File: src/rtl/tx_deficit_scheduler.sv
// Deficit round-robin arbiter for the ICMP/UDP/TCP transmit requesters.
// Define TX_SCHED_PERF_EN to add per-port grant and abort counters.
module tx_deficit_scheduler #(
   parameter int unsigned QUANTUM     = 1536,
   parameter int unsigned MAX_DEFICIT = 65535
) (
   input  logic             clk,
   input  logic             rst,
   input  logic [2:0]       req,
   input  logic [2:0][15:0] req_len,
   input  logic             frame_done,
   input  logic             tx_busy,
   output logic [2:0]       grant,
`ifdef TX_SCHED_PERF_EN
   output logic [2:0][31:0] perf_frames,
   output logic [31:0]      perf_aborts,
`endif
   output logic             sched_busy
);

   localparam logic [1:0] S_IDLE    = 2'd0;
   localparam logic [1:0] S_EVAL    = 2'd1;
   localparam logic [1:0] S_GRANTED = 2'd2;

   localparam logic [17:0] LP_Q   = 18'(QUANTUM);
   localparam logic [17:0] LP_MAX = 18'(MAX_DEFICIT);

   logic [1:0]       r_state;
   logic [1:0]       r_ptr;
   logic [2:0][16:0] r_deficit;
   logic [2:0]       r_grant;

   logic        w_req_cur;
   logic [15:0] w_len_cur;
   logic [16:0] w_def_cur;
   logic [17:0] w_sum;
   logic [16:0] w_credit;
   logic        w_fit;
   logic [1:0]  w_ptr_nxt;
   logic [2:0]  w_onehot;
   logic        w_def_we;
   logic [16:0] w_def_nxt;
   logic        w_grant_evt;
   logic        w_abort_evt;

   always_comb begin
      w_req_cur = 1'b0;
      w_len_cur = '0;
      w_def_cur = '0;
      w_onehot  = 3'b000;
      unique case (r_ptr)
         2'd0: begin
            w_req_cur = req[0];
            w_len_cur = req_len[0];
            w_def_cur = r_deficit[0];
            w_onehot  = 3'b001;
         end
         2'd1: begin
            w_req_cur = req[1];
            w_len_cur = req_len[1];
            w_def_cur = r_deficit[1];
            w_onehot  = 3'b010;
         end
         2'd2: begin
            w_req_cur = req[2];
            w_len_cur = req_len[2];
            w_def_cur = r_deficit[2];
            w_onehot  = 3'b100;
         end
         default: ;
      endcase
   end

   // 18-bit sum so the credit saturates instead of wrapping
   assign w_sum     = {1'b0, w_def_cur} + LP_Q;
   assign w_credit  = (w_sum > LP_MAX) ? LP_MAX[16:0] : w_sum[16:0];
   assign w_fit     = w_def_cur >= {1'b0, w_len_cur};
   assign w_ptr_nxt = (r_ptr == 2'd2) ? 2'd0 : r_ptr + 2'd1;

   assign w_grant_evt = (r_state == S_EVAL) && w_req_cur && w_fit;
   assign w_abort_evt = (r_state == S_GRANTED) && !frame_done && !w_req_cur;

   always_comb begin
      w_def_we  = 1'b0;
      w_def_nxt = '0;
      if (r_state == S_EVAL) begin
         w_def_we = 1'b1;
         if (!w_req_cur)
            w_def_nxt = '0;
         else if (w_fit)
            w_def_nxt = w_def_cur - {1'b0, w_len_cur};
         else
            w_def_nxt = w_credit;
      end
   end

   always_ff @(posedge clk or posedge rst) begin
      if (rst) begin
         r_state   <= S_IDLE;
         r_ptr     <= 2'd0;
         r_deficit <= '0;
         r_grant   <= 3'b000;
      end else begin
         for (int i = 0; i < 3; i++)
            if (w_def_we && r_ptr == 2'(i))
               r_deficit[i] <= w_def_nxt;
         unique case (r_state)
            S_IDLE: begin
               if (req != 3'b000 && !tx_busy)
                  r_state <= S_EVAL;
            end
            S_EVAL: begin
               if (!w_req_cur) begin
                  r_ptr <= w_ptr_nxt;
                  if (req == 3'b000)
                     r_state <= S_IDLE;
               end else if (w_fit) begin
                  r_grant <= w_onehot;
                  r_state <= S_GRANTED;
               end else begin
                  r_ptr <= w_ptr_nxt;
               end
            end
            S_GRANTED: begin
               // ptr is kept so leftover credit is spent on the same port
               if (frame_done || !w_req_cur) begin
                  r_grant <= 3'b000;
                  r_state <= S_IDLE;
               end
            end
            default: begin
               r_grant <= 3'b000;
               r_state <= S_IDLE;
            end
         endcase
      end
   end

   assign grant      = r_grant;
   assign sched_busy = (r_state != S_IDLE);

`ifdef TX_SCHED_PERF_EN
   logic [2:0][31:0] r_perf_frames;
   logic [31:0]      r_perf_aborts;

   always_ff @(posedge clk or posedge rst) begin
      if (rst) begin
         r_perf_frames <= '0;
         r_perf_aborts <= '0;
      end else begin
         for (int i = 0; i < 3; i++)
            if (w_grant_evt && r_ptr == 2'(i))
               r_perf_frames[i] <= r_perf_frames[i] + 32'd1;
         if (w_abort_evt)
            r_perf_aborts <= r_perf_aborts + 32'd1;
      end
   end

   assign perf_frames = r_perf_frames;
   assign perf_aborts = r_perf_aborts;
`endif

endmodule
File: config.mk
export PLATFORM = sky130hd
export DESIGN_NAME = tx_deficit_scheduler
export DESIGN_NICKNAME = d
export VERILOG_FILES = /design/src/rtl/tx_deficit_scheduler.sv
export SDC_FILE = /design/constraint.sdc
export NUM_CORES = 1
export LEC_CHECK = 0
export BUFFER_PORTS_ARGS = -buffer_cell sky130_fd_sc_hd__buf_4
export CAP_MARGIN = 20
export CORE_ASPECT_RATIO = 1.25
export CORE_UTILIZATION = 60
export CTS_BUF_LIST = sky130_fd_sc_hd__clkbuf_8
export DETAILED_ROUTE_END_ITERATION = 12
export MAX_ROUTING_LAYER = met4
export PLACE_DENSITY_LB_ADDON = 0.05
export SLEW_MARGIN = 20
export SYNTH_ARGS = -nofsm -noshare
export SYNTH_HDL_FRONTEND = slang
export SYNTH_SLANG_ARGS = --single-unit
File: constraint.sdc
create_clock -name clk -period 5.2 [get_ports clk]
set_input_delay 1.04 -clock clk [delete_from_list [all_inputs] [get_ports clk]]
set_output_delay 1.04 -clock clk [all_outputs]
set_load 0.005 [all_outputs]
==> results of run 1 <==
==> power groups by stage <==
| stage | clock (µW) | combinational, µW | sequential (µW) |
|---|---|---|---|
| global placement | 0 | 2070 | 722 |
| floorplan | 0 | 1670 | 694 |
| finish | 465 | 2180 | 729 |
| global route | 482 | 2390 | 745 |
| detailed placement | 0 | 2120 | 726 |
| CTS | 461 | 2130 | 724 |
==> path summary, 6_finish.rpt <==
kind | startpoint | endpoint | slack, ns | cells after the start
max | r_ptr[0] | r_deficit[6] | 0.66 | 12
min | r_deficit[49] | r_deficit[49] | 0.48 | 2
max reg2reg | r_ptr[0] | r_deficit[6] | 0.66 | 12
min reg2reg | r_deficit[49] | r_deficit[49] | 0.48 | 2
max in group asynchronous | rst | r_ptr[0] | 3.79 | 3
min in group asynchronous | rst | r_deficit[28] | 0.90 | 3
==> registers in the layout, summed over array words and instances (netlist names) <==
name       flops
r_deficit     51
r_state        2
grant          3
r_ptr          2
==> kinds of logic after synthesis <==
| logic type | count (synthesis) | share of synthesized area [%] |
|---|---|---|
| xor gates and xnor gates | 14 | 2.99 |
| muxes | 45 | 11.2 |
| AOI/OAI and AO/OA | 156 | 25.1 |
| adders and majority gates | 17 | 5.37 |
| DFF | 58 | 35.4 |
| buffers and inverters | 31 | 3.60 |
| and+or+nand+nor | 148 | 16.3 |
==> routing by layer <==
metal	wire, µm	track usage [%]	vias to the layer above
li1	-	-	1825
met4	233	12.2	0
met2	5240	53.0	193
met3	659	4.64	25
met5	0	-	-
met1	4690	40.5	1858
==> cell type report <==
class,instances,share of cell area [%]
clock inverter,6,1.69
timing repair buffer,65,10.2
multi-input combinational,380,52.1
sequential,58,30.2
tap,87,2.27
inverter,9,0.703
clock buffer,10,2.87
==> critical path, stage by stage (launching register included) <==
cell	delay, ns
dfrtp_2	0.37
buf_4	0.54
mux2i_1	0.15
o2bb2ai_1	0.46
ha_1	0.39
a211o_1	0.33
a21oi_1	0.24
nand3_1	0.15
o21ai_2	0.32
and2_1	0.55
buf_4	0.31
mux2_2	0.38
a22o_1	0.21
==> stage by stage <==
step	instances	worst slack [ns]	cell area, µm²	hold WS, ns	total power, µW
5_1_grt	615	0.325	4800	0.512	3620
3_3_place_gp	598	0.872	4580	0.461	2790
4_1_cts	614	0.729	4800	0.484	3310
6_report	615	0.658	4800	0.483	3370
2_1_floorplan	469	1.40	4100	0.444	2360
3_5_place_dp	598	0.748	4580	0.470	2850
==> layout by cell type (no fill, tap or decap), types with 6 or more instances in the layout <==
cell,count
xor2_1,9
clkbuf_8,10
nor2_1,35
buf_4,64
nand4_1,6
ha_1,16
mux2_2,6
nand2b_1,11
a22o_1,15
a21oi_1,37
dfrtp_1,57
inv_1,9
nand2_1,68
mux2i_1,39
o21ai_0,50
==> results.toml, run 1 <==
[timing]
fmax_ghz = 0.220
skew_ns = 0.00815
rsz0062_at_grt = "no"
worst_pin_slew_ns = 0.817
fin_crit_sh_pct = 87.3
period_needed_ns = 4.54
setup_tns_ns = 0
slew_viol_final = 0
hold_viol = 0
relSlewSlack_pct = 45.4
setup_viol = 0

[layout]
utilization_pct = 73.2
synthToLayoutAreaGrowth_pct = 17.2
seq_area_um2 = 1450
final_layout_size_suffix_gt1_share_pct = 18.6
diodes = 0
multi_input_area_um2 = 2500
fin_nets = 595
fill_cells = 484

[detailed_routing]
drtIter0Drc = 325
vias = 3901
wl_per_cell_um = 17.6
wirelength_um = 10800
dr.pass1.iters = 5
ant_nets = 0
drc_errors = 0
avgViaCountPerCell = 6.34

[clock_tree]
cts-root-buf = "clkbuf_8"
cts_setup_buffers = 0
clockBufferDepth = 2
insertion_delay_ns = 0.34
cts_resized = 0
ctsHoldBuffers = 0
cts_sinks = 58
cts_tree = "yes"
path_clk_slew_ns = 0.07
h-tree-depth = 3
cts_inserted_buffers = 9

[synthesis]
yosysWarnings = 0
yosys.cell_types.count = 58
synthArstFlopShare_pct = 100
synth-edff-count = 0
synthCells = 469
synth_area_leaders = "dfrtp_1 (35%), mux2i_1 (9.5%), nand2_1 (6.2%)"
syn-mean-instance-area_um2 = 8.74
synth-main-ff-cell = "dfrtp_1"
ys_ff_latch = 58
syn-cell-area_um2 = 4100
netlist.area_leader.share_pct = 35.4
yosysSeqAreaShare_pct = 35.4
synth_most_common_cell = "nand2_1"
synth.net_count = 541
synth_top_cell_by_area = "dfrtp_1"
synthTopCellsByCount = "nand2_1 (68), dfrtp_1 (58), o21ai_0 (50), mux2i_1 (39), a21oi_1 (37)"

[power_and_ir_drop]
power_frac_seq_pct = 21.6
power_density_nw_per_um2 = 702
internal_power_uw = 1740
switchingPower_uw = 1640
switching_share_pct = 48.5
irDropWorstVdd_mv = 0.407
p_comb_share_pct = 64.6
clkPwrFrac_pct = 13.8
cellLeakagePower_uw = 0.00229

[global_routing]
grt-ovfl-total = 0
grt_first_pass_wirelength_um = 17500
grt.total_usage_pct = 32.2
grt_start_max_net_pins = 59
grt_pass1_vias = 3588
antenna_found_initial = 0

[die]
die_w_um = 75.9
num_rows = 33
core_area_um2 = 6570
io_pins = 59
die_h_um = 94.4
start_util_pct = 62.4
die-area_um2 = 7170

[placed_design]
hpwl_um = 7710
place_congestion = 0.998
port_buffers = 58

[critical_path]
worstPathArrival_ns = 4.77
path_class = "flip-flop to flip-flop"
cp_max_fo = 38
start_kind = "flip-flop"
cp_data_required_time_ns = 5.43
end_kind = "flip-flop"

[worst_hold_path]
min_path_type = "flip-flop to flip-flop"

[outcome]
status = "completed"

[job]
maxCapViolCount = 0
Note: power is estimated with default switching activity, not from simulation.
==> run 2: changes to the inputs <==
--- a/config.mk
+++ b/config.mk
@@ -13,6 +13,7 @@
 export DETAILED_ROUTE_END_ITERATION = 12
 export MAX_ROUTING_LAYER = met4
 export PLACE_DENSITY_LB_ADDON = 0.05
+export REMOVE_ABC_BUFFERS = 1
 export SLEW_MARGIN = 20
 export SYNTH_ARGS = -nofsm -noshare
 export SYNTH_HDL_FRONTEND = slang
==> run 2 against run 1 <==
Routed wire length down 1.5%; clock power decreased by 8.0%; non-clock buffer count is 2 higher; highest routed layer unchanged; combinational power about the same; clock-buffer cell count increased by 1; first-iteration DRC count fell by 8.6%; die area did not move; largest cell class unchanged; sequential power up 3.0%; flip-flop and latch count unchanged; worst setup slack gained 0.38 ns; critical path depth unchanged.
==> results.toml, run 2 (synthesized netlist as in run 1, its figures left out) <==
[clock_tree]
ctsHoldBuffers = 0
cts_inserted_buffers = 9
insertion_delay_ns = 0.33
cts_sinks = 58
cts_resized = 0
h-tree-depth = 3
cts_setup_buffers = 0
cts-root-buf = "clkbuf_8"
clockBufferDepth = 2
cts_tree = "yes"
path_clk_slew_ns = 0.06

[layout]
layout_commonest_cell = "nand2_1"
final_layout_size_suffix_gt1_share_pct = 18.9
final_cell_count_no_fill = 616
synthToLayoutAreaGrowth_pct = 17.2
top_register = "r_deficit"
largest_reg_flops = 51
final_cell_mix = "nand2_1 (68), buf_4 (67), dfrtp_1 (57), o21ai_0 (50), mux2i_1 (39)"
fill_cells = 512
fin_nets = 597
diodes = 0
utilization_pct = 73.1

[critical_path]
r2r-start = "r_ptr[0]"
start_kind = "flip-flop"
cpMostUsedCell = "buf_4"
slowest_stage = "dfrtp_2"
crit_path_max_incr_delay_ns = 0.64
cp_cell_sequence = "buf_4 -> mux2i_1 -> a2bb2oi_1 -> inv_1 -> ha_1 -> a2111oi_2 -> a221oi_2 -> o21ai_2 -> and2_1 -> buf_4 -> o21ai_0 -> mux2_2"
end_kind = "flip-flop"
reg2reg_depth = 12
cp_max_fo = 16
path_class = "flip-flop to flip-flop"
cp_data_required_time_ns = 5.41
regToRegSetupSlack_ns = 1.04
r2r-end = "r_ptr[0]"
worstPathArrival_ns = 4.37

[timing]
skew_ns = 0.00796
slew_viol_final = 0
fin_crit_sh_pct = 80.0
rsz0062_at_grt = "no"
fmax_ghz = 0.240
relSlewSlack_pct = 34.8
setup_viol = 0
timing.final.ws_setup_ns = 1.04
hold_viol = 0
period_needed_ns = 4.16
worst_pin_slew_ns = 0.977

[power_and_ir_drop]
switching_share_pct = 48.8
power_density_nw_per_um2 = 698
power_frac_seq_pct = 22.4
clkPwrFrac_pct = 12.8
irDropWorstVdd_mv = 0.381
p_comb_share_pct = 64.8
switchingPower_uw = 1630
cellLeakagePower_uw = 0.00229
internal_power_uw = 1720

[global_routing]
grt_pass1_vias = 3589
grt-ovfl-total = 0
grt_first_pass_wirelength_um = 17400
grt_start_max_net_pins = 47
antenna_found_initial = 0
grt.total_usage_pct = 32.0

[die]
die-area_um2 = 7170
die_h_um = 94.4
num_rows = 33
die_w_um = 75.9
start_util_pct = 62.4
io_pins = 59
core_area_um2 = 6570

[detailed_routing]
drc_errors = 0
drtIter0Drc = 297
wl_per_cell_um = 17.3
vias = 3857
dr.pass1.iters = 5
wirelength_um = 10700
avgViaCountPerCell = 6.26
ant_nets = 0

[worst_hold_path]
min_path_type = "flip-flop to flip-flop"
hold_path_startpoint = "r_deficit[49]"
hold_depth = 2
min_to = "r_deficit[49]"

[placed_design]
dp_slack_ns = 1.03
port_buffers = 58
place_congestion = 1.01
hpwl_um = 7840
placed_cells = 601

[job]
maxCapViolCount = 0

[outcome]
status = "completed"
run 2: changes by cell type in the layout (fill, tap and decap cells not counted), sizes merged:
| cell | previous run | this run |
|---|---|---|
| inv | 10 | 9 |
| bufinv | 2 | 1 |
| buf | 64 | 67 |
run 2: power groups by stage:
stage	Sequential, µW	Combinational (µW)	Clock, µW
CTS	746	2150	426
global placement	747	2100	0
floorplan	770	1540	0
global route	769	2390	448
finish	751	2170	428
detailed placement	751	2140	0
run 2: per-layer routing:
metal	global-route usage, %	vias to the layer above	share of wire, %
met1	40.9	1830	44
met4	11.9	0	2.2
met2	52.7	169	47
met5	-	-	0
li1	-	1829	-
met3	3.67	29	6.1
run 2: per-stage QoR:
| stage | cell area, µm² | setup TNS (ns) | total power (µW) | hold WS [ns] |
|---|---|---|---|---|
| global route | 4800 | 0 | 3610 | 0.509 |
| global placement | 4600 | 0 | 2850 | 0.460 |
| detailed placement | 4600 | 0 | 2890 | 0.471 |
| CTS | 4800 | 0 | 3330 | 0.484 |
| floorplan | 3980 | -0.964 | 2310 | 0.444 |
| finish | 4800 | 0 | 3350 | 0.482 |
run 2: area by class of cell:
class	instances	area (µm²)	area share (%)
clock buffers	11	151	3.15
clock inverters	4	51.3	1.07
inverters	9	33.8	0.703
multi-input cells	380	2500	52.1
flip-flops and latches	58	1450	30.3
well taps	87	109	2.27
repair buffers	67	503	10.5
run 2: worst max-delay path: cells and delay by family (launching register included):
kind / cells / cell delay [ns]
and+or+nand+nor: 1 / 0.45
buffers and inverters: 3 / 0.75
adders and majority gates: 1 / 0.40
DFF: 1 / 0.64
AOI/OAI and AO/OA: 5 / 1.24
muxes: 2 / 0.54
run 2: worst max-delay path by stage:
stage / endpoint / from / depth (start not counted) / slack, ns
floorplan: r_deficit[37] / r_ptr[0] / 10 / -0.13
global placement: r_ptr[0] / req_len[26] / 13 / 1.13
detailed placement: r_ptr[1] / req_len[26] / 13 / 1.03
CTS: r_ptr[0] / r_ptr[0] / 12 / 1.07
global route: r_deficit[26] / r_ptr[0] / 12 / 0.71
finish: r_ptr[0] / r_ptr[0] / 12 / 1.04
